### src/rtl/rotary_quad_decoder.sv
// rtl/rotary_quad_decoder.sv - quadrature rotary encoder to 8-bit up/down count with step pulses
module rotary_quad_decoder #(
    parameter int DEBOUNCE_CYCLES  = 1000,
    parameter int STEPS_PER_DETENT = 4,
    parameter int COUNT_MAX        = 255,
    parameter int WRAP             = 1
) (
    input  logic       clk,
    input  logic       reset,
    input  logic       quad_a,
    input  logic       quad_b,
    input  logic       clear,
    output logic [7:0] value,
    output logic       step_up,
    output logic       step_dn,
    output logic       quad_err,
    output logic       ready
);

    localparam int                DBW     = (DEBOUNCE_CYCLES > 1) ? $clog2(DEBOUNCE_CYCLES) : 1;
    localparam logic [DBW-1:0]    DB_LAST = DBW'(DEBOUNCE_CYCLES - 1);
    localparam logic signed [3:0] S_POS   = 4'(STEPS_PER_DETENT);
    localparam logic signed [3:0] S_NEG   = -S_POS;
    localparam logic [7:0]        VMAX    = 8'(COUNT_MAX);

    typedef enum logic {INIT, TRACK} state_t;

    state_t                 state;
    logic [1:0]             meta;       // phase bits are packed as {A, B}
    logic [1:0]             sync;
    logic [1:0]             filt;
    logic [1:0]             prev_phase;
    logic [1:0]             stab_ref;
    logic [1:0][DBW-1:0]    db_cnt;
    logic [DBW-1:0]         stab_cnt;
    logic signed [3:0]      acc;

    logic [1:0]             cw_next;
    logic [1:0]             ccw_next;
    logic                   moved;
    logic                   is_cw;
    logic                   is_ccw;
    logic                   is_err;
    logic signed [3:0]      acc_step;
    logic                   det_up;
    logic                   det_dn;

    // CW walks 00->10->11->01->00; CCW is the reverse walk
    always_comb begin
        cw_next  = 2'b00;
        ccw_next = 2'b00;
        case (prev_phase)
            2'b00: begin cw_next = 2'b10; ccw_next = 2'b01; end
            2'b10: begin cw_next = 2'b11; ccw_next = 2'b00; end
            2'b11: begin cw_next = 2'b01; ccw_next = 2'b10; end
            default: begin cw_next = 2'b00; ccw_next = 2'b11; end
        endcase
        moved  = (filt != prev_phase);
        is_cw  = moved && (filt == cw_next);
        is_ccw = moved && (filt == ccw_next);
        is_err = moved && !is_cw && !is_ccw;
        if (is_cw)
            acc_step = acc + 4'sd1;
        else if (is_ccw)
            acc_step = acc - 4'sd1;
        else
            acc_step = acc;
        det_up = is_cw && (acc_step == S_POS);
        det_dn = is_ccw && (acc_step == S_NEG);
    end

    always_ff @(posedge clk or posedge reset) begin
        if (reset) begin
            state      <= INIT;
            meta       <= 2'b00;
            sync       <= 2'b00;
            filt       <= 2'b00;
            prev_phase <= 2'b00;
            stab_ref   <= 2'b00;
            db_cnt     <= '0;
            stab_cnt   <= '0;
            acc        <= '0;
            value      <= 8'd0;
            step_up    <= 1'b0;
            step_dn    <= 1'b0;
            quad_err   <= 1'b0;
            ready      <= 1'b0;
        end else begin
            meta     <= {quad_a, quad_b};
            sync     <= meta;
            step_up  <= 1'b0;
            step_dn  <= 1'b0;
            quad_err <= 1'b0;

            for (int i = 0; i < 2; i++) begin
                if (sync[i] == filt[i]) begin
                    db_cnt[i] <= '0;
                end else if (db_cnt[i] == DB_LAST) begin
                    filt[i]   <= sync[i];
                    db_cnt[i] <= '0;
                end else begin
                    db_cnt[i] <= db_cnt[i] + 1'b1;
                end
            end

            case (state)
                INIT: begin
                    ready <= 1'b0;
                    if (sync != stab_ref) begin
                        stab_ref <= sync;
                        stab_cnt <= '0;
                    end else if (stab_cnt == DB_LAST) begin
                        // Seed the tracker from the settled pins so start-up reports no motion
                        state      <= TRACK;
                        ready      <= 1'b1;
                        filt       <= sync;
                        prev_phase <= sync;
                        db_cnt     <= '0;
                        stab_cnt   <= '0;
                        acc        <= '0;
                    end else begin
                        stab_cnt <= stab_cnt + 1'b1;
                    end
                end
                default: begin
                    ready <= 1'b1;
                    if (moved)
                        prev_phase <= filt;
                    if (is_err) begin
                        quad_err <= 1'b1;
                        acc      <= '0;
                    end else if (det_up || det_dn) begin
                        acc <= '0;
                    end else begin
                        acc <= acc_step;
                    end
                    if (det_up) begin
                        if (value == VMAX) begin
                            if (WRAP != 0) begin
                                value   <= 8'd0;
                                step_up <= 1'b1;
                            end
                        end else begin
                            value   <= value + 8'd1;
                            step_up <= 1'b1;
                        end
                    end
                    if (det_dn) begin
                        if (value == 8'd0) begin
                            if (WRAP != 0) begin
                                value   <= VMAX;
                                step_dn <= 1'b1;
                            end
                        end else begin
                            value   <= value - 8'd1;
                            step_dn <= 1'b1;
                        end
                    end
                end
            endcase

            // clear overrides any detent landing in the same cycle; quad_err is left alone
            if (clear) begin
                value   <= 8'd0;
                acc     <= '0;
                step_up <= 1'b0;
                step_dn <= 1'b0;
            end
        end
    end

endmodule

### config.mk
export PLATFORM = sky130hd
export DESIGN_NAME = rotary_quad_decoder
export DESIGN_NICKNAME = d
export VERILOG_FILES = /design/src/rtl/rotary_quad_decoder.sv
export SDC_FILE = /design/constraint.sdc
export NUM_CORES = 1
export LEC_CHECK = 0
export ABC_AREA = 1
export CORE_AREA = 4 4 82 84
export CTS_CLUSTER_DIAMETER = 120
export CTS_CLUSTER_SIZE = 40
export DETAILED_ROUTE_END_ITERATION = 6
export DIE_AREA = 0 0 86 88
export PLACE_DENSITY = 0.74
export SYNTH_ARGS = -nofsm -noshare
export SYNTH_HDL_FRONTEND = slang
export SYNTH_SLANG_ARGS = --single-unit
### constraint.sdc
create_clock -name clk -period 2.2 [get_ports clk]
set_input_delay 0.44 -clock clk [delete_from_list [all_inputs] [get_ports clk]]
set_output_delay 0.44 -clock clk [all_outputs]
set_load 0.02 [all_outputs]
Word-level counts from Yosys, hierarchy flattened

Index checks and enable logic that the tools add are counted.

Register bits: 56
Input port bits: 5
Output and inout port bits: 12
Logic and storage cells: 105

$add $sub $neg: 7
Equal/unequal tests: 17
Mux-type cells: 47
Bitwise logic cells: 1
Reductions and logical operators: 19

Operator list:

| cell                    | number |
|---|---|
| $mux W10                | 6 |
| $mux W20                | 3 |
| $mux W8                 | 6 |
| $mux W4                 | 8 |
| $add A10 B1 Y10 const B | 3 |
| $eq A10 B10 Y1 const B  | 3 |
| $mux W1                 | 15 |
| $mux W2                 | 7 |
| $pmux W2 S3             | 2 |
| $add A8 B1 Y8 const B   | 1 |
| $eq A8 B8 Y1 const B    | 1 |
| $logic_not A8 Y1        | 1 |
| $sub A8 B1 Y8 const B   | 1 |
| $logic_and A1 B1 Y1     | 6 |
| $reduce_and A2 Y1       | 3 |
| $reduce_bool A3 Y1      | 2 |
| $add A4 B2 Y4 const B   | 1 |
| $eq A2 B2 Y1            | 2 |
| $eq A2 B2 Y1 const B    | 2 |
| $eq A4 B3 Y1 const B    | 1 |
| $eq A4 B4 Y1 const B    | 1 |
| $ne A2 B2 Y1            | 2 |
| $reduce_bool A2 Y1      | 2 |
| $sub A4 B2 Y4 const B   | 1 |
| other kinds (9)         | 11 |

Longest topological paths before layout

Word-level depth: 13
Depth in mapped cells: 16
Depth with buffers taken out: 15

Worst setup path after synthesis

OpenSTA, ideal clock, no wires.

Path type: reg2reg
From: register acc[0]
To: register value[2]
Arrival time: 1.602 ns
Setup slack: 0.481 ns
Stages on the path, launching flop included: 13
Buffers on the path: 0
Cell sequence: dfrtp_1 inv_1 ha_1 inv_1 nand2_1 nand2_1 nand2_1 nor2_4 nand2_2 nor2_4 o21bai_2 nand2_1 nand2_1

Longest elaborated chain between the ends: 8
Elaborated cells between the ends (all ways): 13
Those cells by class: add/sub (2); eq/ne (2); mux (5); reduce/logical (4)

Ends and longest elaborated chain:

| item                     | RTL line | RTL |
|---|---|---|
| start: declaration       | 36       | `logic signed [3:0] acc;` |
| start signal: assignment | 135      | `acc <= acc_step;` |
| $sub A4 B2 Y4            | 65       | `acc_step = acc - 4'sd1;` |
| $mux W4                  | 64       | `else if (is_ccw)` |
| $mux W4 (*)              | 62       | `if (is_cw)` |
| $eq A4 B3 Y1             | 69       | `det_dn = is_ccw && (acc_step == S_NEG);` |
| $logic_and A1 B1 Y1      | 69       |  |
| $mux W8                  | 148      | `if (det_dn) begin` |
| $mux W8                  | 106      | `case (state)` |
| $mux W8                  | 163      | `if (clear) begin` |
| end signal: assignment   | 144      | `value <= value + 8'd1;` |
| end signal: assignment   | 155      | `value <= value - 8'd1;` |
| end: declaration         | 13       | `output logic [7:0] value,` |

Mark *: on every way between the ends. The rest lies on a longest branch, timed or not. The select of a mux whose other input is x is not followed.
A chain may end at the register's enable or synchronous reset.

Final worst setup path

From: register acc[0]
To: register value[4]

The elaborated chain is that of the path after synthesis.

==> out/metrics.yaml <==
synth_warnings: 0
start_util_pct: 55.66
area_growth_syn_to_layout_pct: 10.33
cts_hold_buf: 0
finalHoldViolCount: 0
drive_above_1_share_pct: 7.391
clkPwrFrac_pct: 21.9
synth_top_family_by_area: "simple AND/OR/NAND/NOR gates"
pwr_density_cell_nw_per_um2: 664.5
cts_resized: 0
io_pins: 17
viasPerCell: 5.153
synth_compound_area_share_pct: 9.188
setup_slack_ns: 0.2338
pwr-share-seq_pct: 49.3
status: "finished, final reports clean"
dr.pass1.iters: 4
grt_busiest_layer: "met2"
coreArea_um2: 5921
path_clk_slew_ns: 0.09
power_frac_comb_pct: 28.8
insertedDiodeCount: 0
synth_nets: 451
ant_nets: 0
fin_crit_ns: 1.966
overflow: 0
worstSkewPairLatency_ns: 0.30
p_total_uw: 2416
grt_max_degree: 29
tightest_slew_ns: 0.4515
synth-xor-area-share_pct: 5.581
hpwlAfterDp_um: 4860
synthAdderAreaFrac_pct: 3.037
yosysTopAreaCell: "dfrtp_1"
synth-async-reset-ratio_pct: 100.0
synthSimpleGateAreaFrac_pct: 31.93
synthMuxAreaShare_pct: 0
port_buffers: 16
yosysUniqueCellTypes: 34
wirelength_um: 6313
globalRouteTotalUtil_pct: 18.15
final_nets: 473
die-area_um2: 7568
postCtsSetupRepairBufs: 0
end_kind: "register"
post-place-ws_ns: 0.2662
critPathMaxFanout: 8
die_width_um: 86
worst_setup_path_start_kind: "register"
drc: 0
yosysTopAreaCellShare_pct: 42.52
wl_per_cell_um: 11.80
fin_skew_ns: 0.007458
row_count: 28
worstSetupPathType: "register to register"
gp_congestion: 0.8414
final_max_slew_viol_count: 0
netlist_top_cells_area: "dfrtp_1 (43%), nand2_1 (13%), nor2_1 (7.1%)"
cts_max_level: 2
worstPathArrival_ns: 2.21
netSwitchingFraction_pct: 34.33
p_leak_uw: 0.001793
post-route-period-util_pct: 89.37
internal-power_uw: 1587
ys_ff_latch: 56
switchingPower_uw: 829.5
grt_pass1_wl_um: 11190
vdd_drop_max_v: 0.0004579
syn-cell-area_um2: 3296
fillers: 534
grt_pass1_vias: 2587
fmax_mhz: 508.6
ys_seq_area_share_pct: 42.52
via_count: 2757
clkSinkCount: 56
synth.avg_cell_area_um2: 7.524
synthFlopType: "dfrtp_1"
syn_inst: 438
drv_cap: 0
use_met3_pct: 2.822
antenna_found_initial: 0
numCtsBuffers: 5
dieHeight_um: 88
synth-edff-count: 0
root_buffer: "clkbuf_8"
drt_iter0_drc: 161
grt_util_met1_pct: 24.60
rsz0062_at_grt: "no"
slew_headroom_pct: 69.64
cp.required_ns: 2.45
tns_ns: 0
grt_use_met2_pct: 29.71
setup_viol: 0
worstHoldPathType: "register to register"
clock_path_buffers: 2
cts_tree: "built"
[Yosys cell counts (8+ instances only)]
| master | count |
|---|---|
| xnor2_1 | 8 |
| xor2_1 | 13 |
| nor2_1 | 62 |
| nand2_2 | 9 |
| a21oi_1 | 18 |
| dfrtp_1 | 56 |
| o21ai_0 | 16 |
| inv_1 | 55 |
| nand2_1 | 110 |
| nor3_1 | 10 |
| nand3_1 | 25 |
| ha_1 | 8 |
[logic make-up (layout without fill, tap and decap cells)]
group,count (synthesis),in the layout
XOR/XNOR,21,21
adder cells (fa/ha/maj),8,8
AND/OR/NAND/NOR,237,237
AO/OA/AOI/OAI,52,52
flip-flops,56,56
buffers and inverters,64,86
[cell type report]
class                   count  area (µm²)  area share (%)
well taps                  75       93.84           2.581
clock buffers               6       72.57           1.996
inverters                  59       221.5           6.091
clock inverters             1       5.005          0.1376
repair buffers             20       202.7           5.575
multi-input cells         318        1639           45.08
flip-flops and latches     56        1401           38.54
[cell usage in the layout (no fill, tap or decap), types with 7 or more instances in the layout]
cell,n
a21oi_1,18
dfrtp_1,56
inv_1,54
clkdlybuf4s50_1,16
nor3_1,10
nand2_1,110
o21ai_0,16
nand3_1,25
xnor2_1,8
nor2_1,62
nand2_2,9
nand4_1,7
ha_1,8
xor2_1,13
[registers in the layout, summed over array words and instances (netlist names)]
signal and flops:
db_cnt 20, stab_cnt 10, value 8, acc 4, filt 2, meta 2
prev_phase 2, stab_ref 2, sync 2, quad_err 1, state 1, step_dn 1
step_up 1
[power groups by stage]
stage / clock (µW) / sequential, µW / combinational, µW
floorplan: 0 / 1230 / 458
CTS: 552 / 1190 / 699
global placement: 0 / 1210 / 684
finish: 528 / 1190 / 696
global route: 588 / 1210 / 805
detailed placement: 0 / 1210 / 694
[critical path, stage by stage (launching register included)]
cell and delay (ns):
dfrtp_1 0.42, inv_1 0.13, ha_1 0.33, inv_1 0.08, nand2_1 0.05, nand2_1 0.07
nand2_1 0.09, nor2_4 0.12, nand3_2 0.18, nand2_4 0.14, nand2_4 0.05, nand2_4 0.10
nand2_1 0.09, nand2_1 0.06
[routing by layer]
layer / routed length (µm) / share of wire, %
met4: 81 / 1.3
met1: 3099 / 49
met3: 211 / 3.3
met5: 0 / 0
met2: 2920 / 46
[per-stage QoR]
step	hold WS [ns]	cells	cell area (µm²)	util (%)
after global routing	0.3699	535	3636	61.41
after CTS	0.3581	535	3636	61.41
after detailed placement	0.3356	528	3558	60.10
final	0.3533	535	3636	61.41
after floorplan	0.3312	438	3296	-
after global placement	0.3313	528	3558	60.10
[path summary, 6_finish.rpt]
check | start | to | slack [ns] | cells after the start
min in group asynchronous | reset | meta[1]$_DFF_PP0_ | 0.43 | 2
worst min register to register | meta[0]$_DFF_PP0_ | sync[0]$_DFF_PP0_ | 0.35 | 0
max in group asynchronous | reset | stab_cnt[2]$_DFFE_PP0N_ | 1.27 | 3
worst min-delay path | meta[0]$_DFF_PP0_ | sync[0]$_DFF_PP0_ | 0.35 | 0
worst max register to register | acc[0]$_DFFE_PP0P_ | value[4]$_DFFE_PP0P_ | 0.23 | 13
worst max-delay path | acc[0]$_DFFE_PP0P_ | value[4]$_DFFE_PP0P_ | 0.23 | 13
Power figures use the tool's default switching activity.
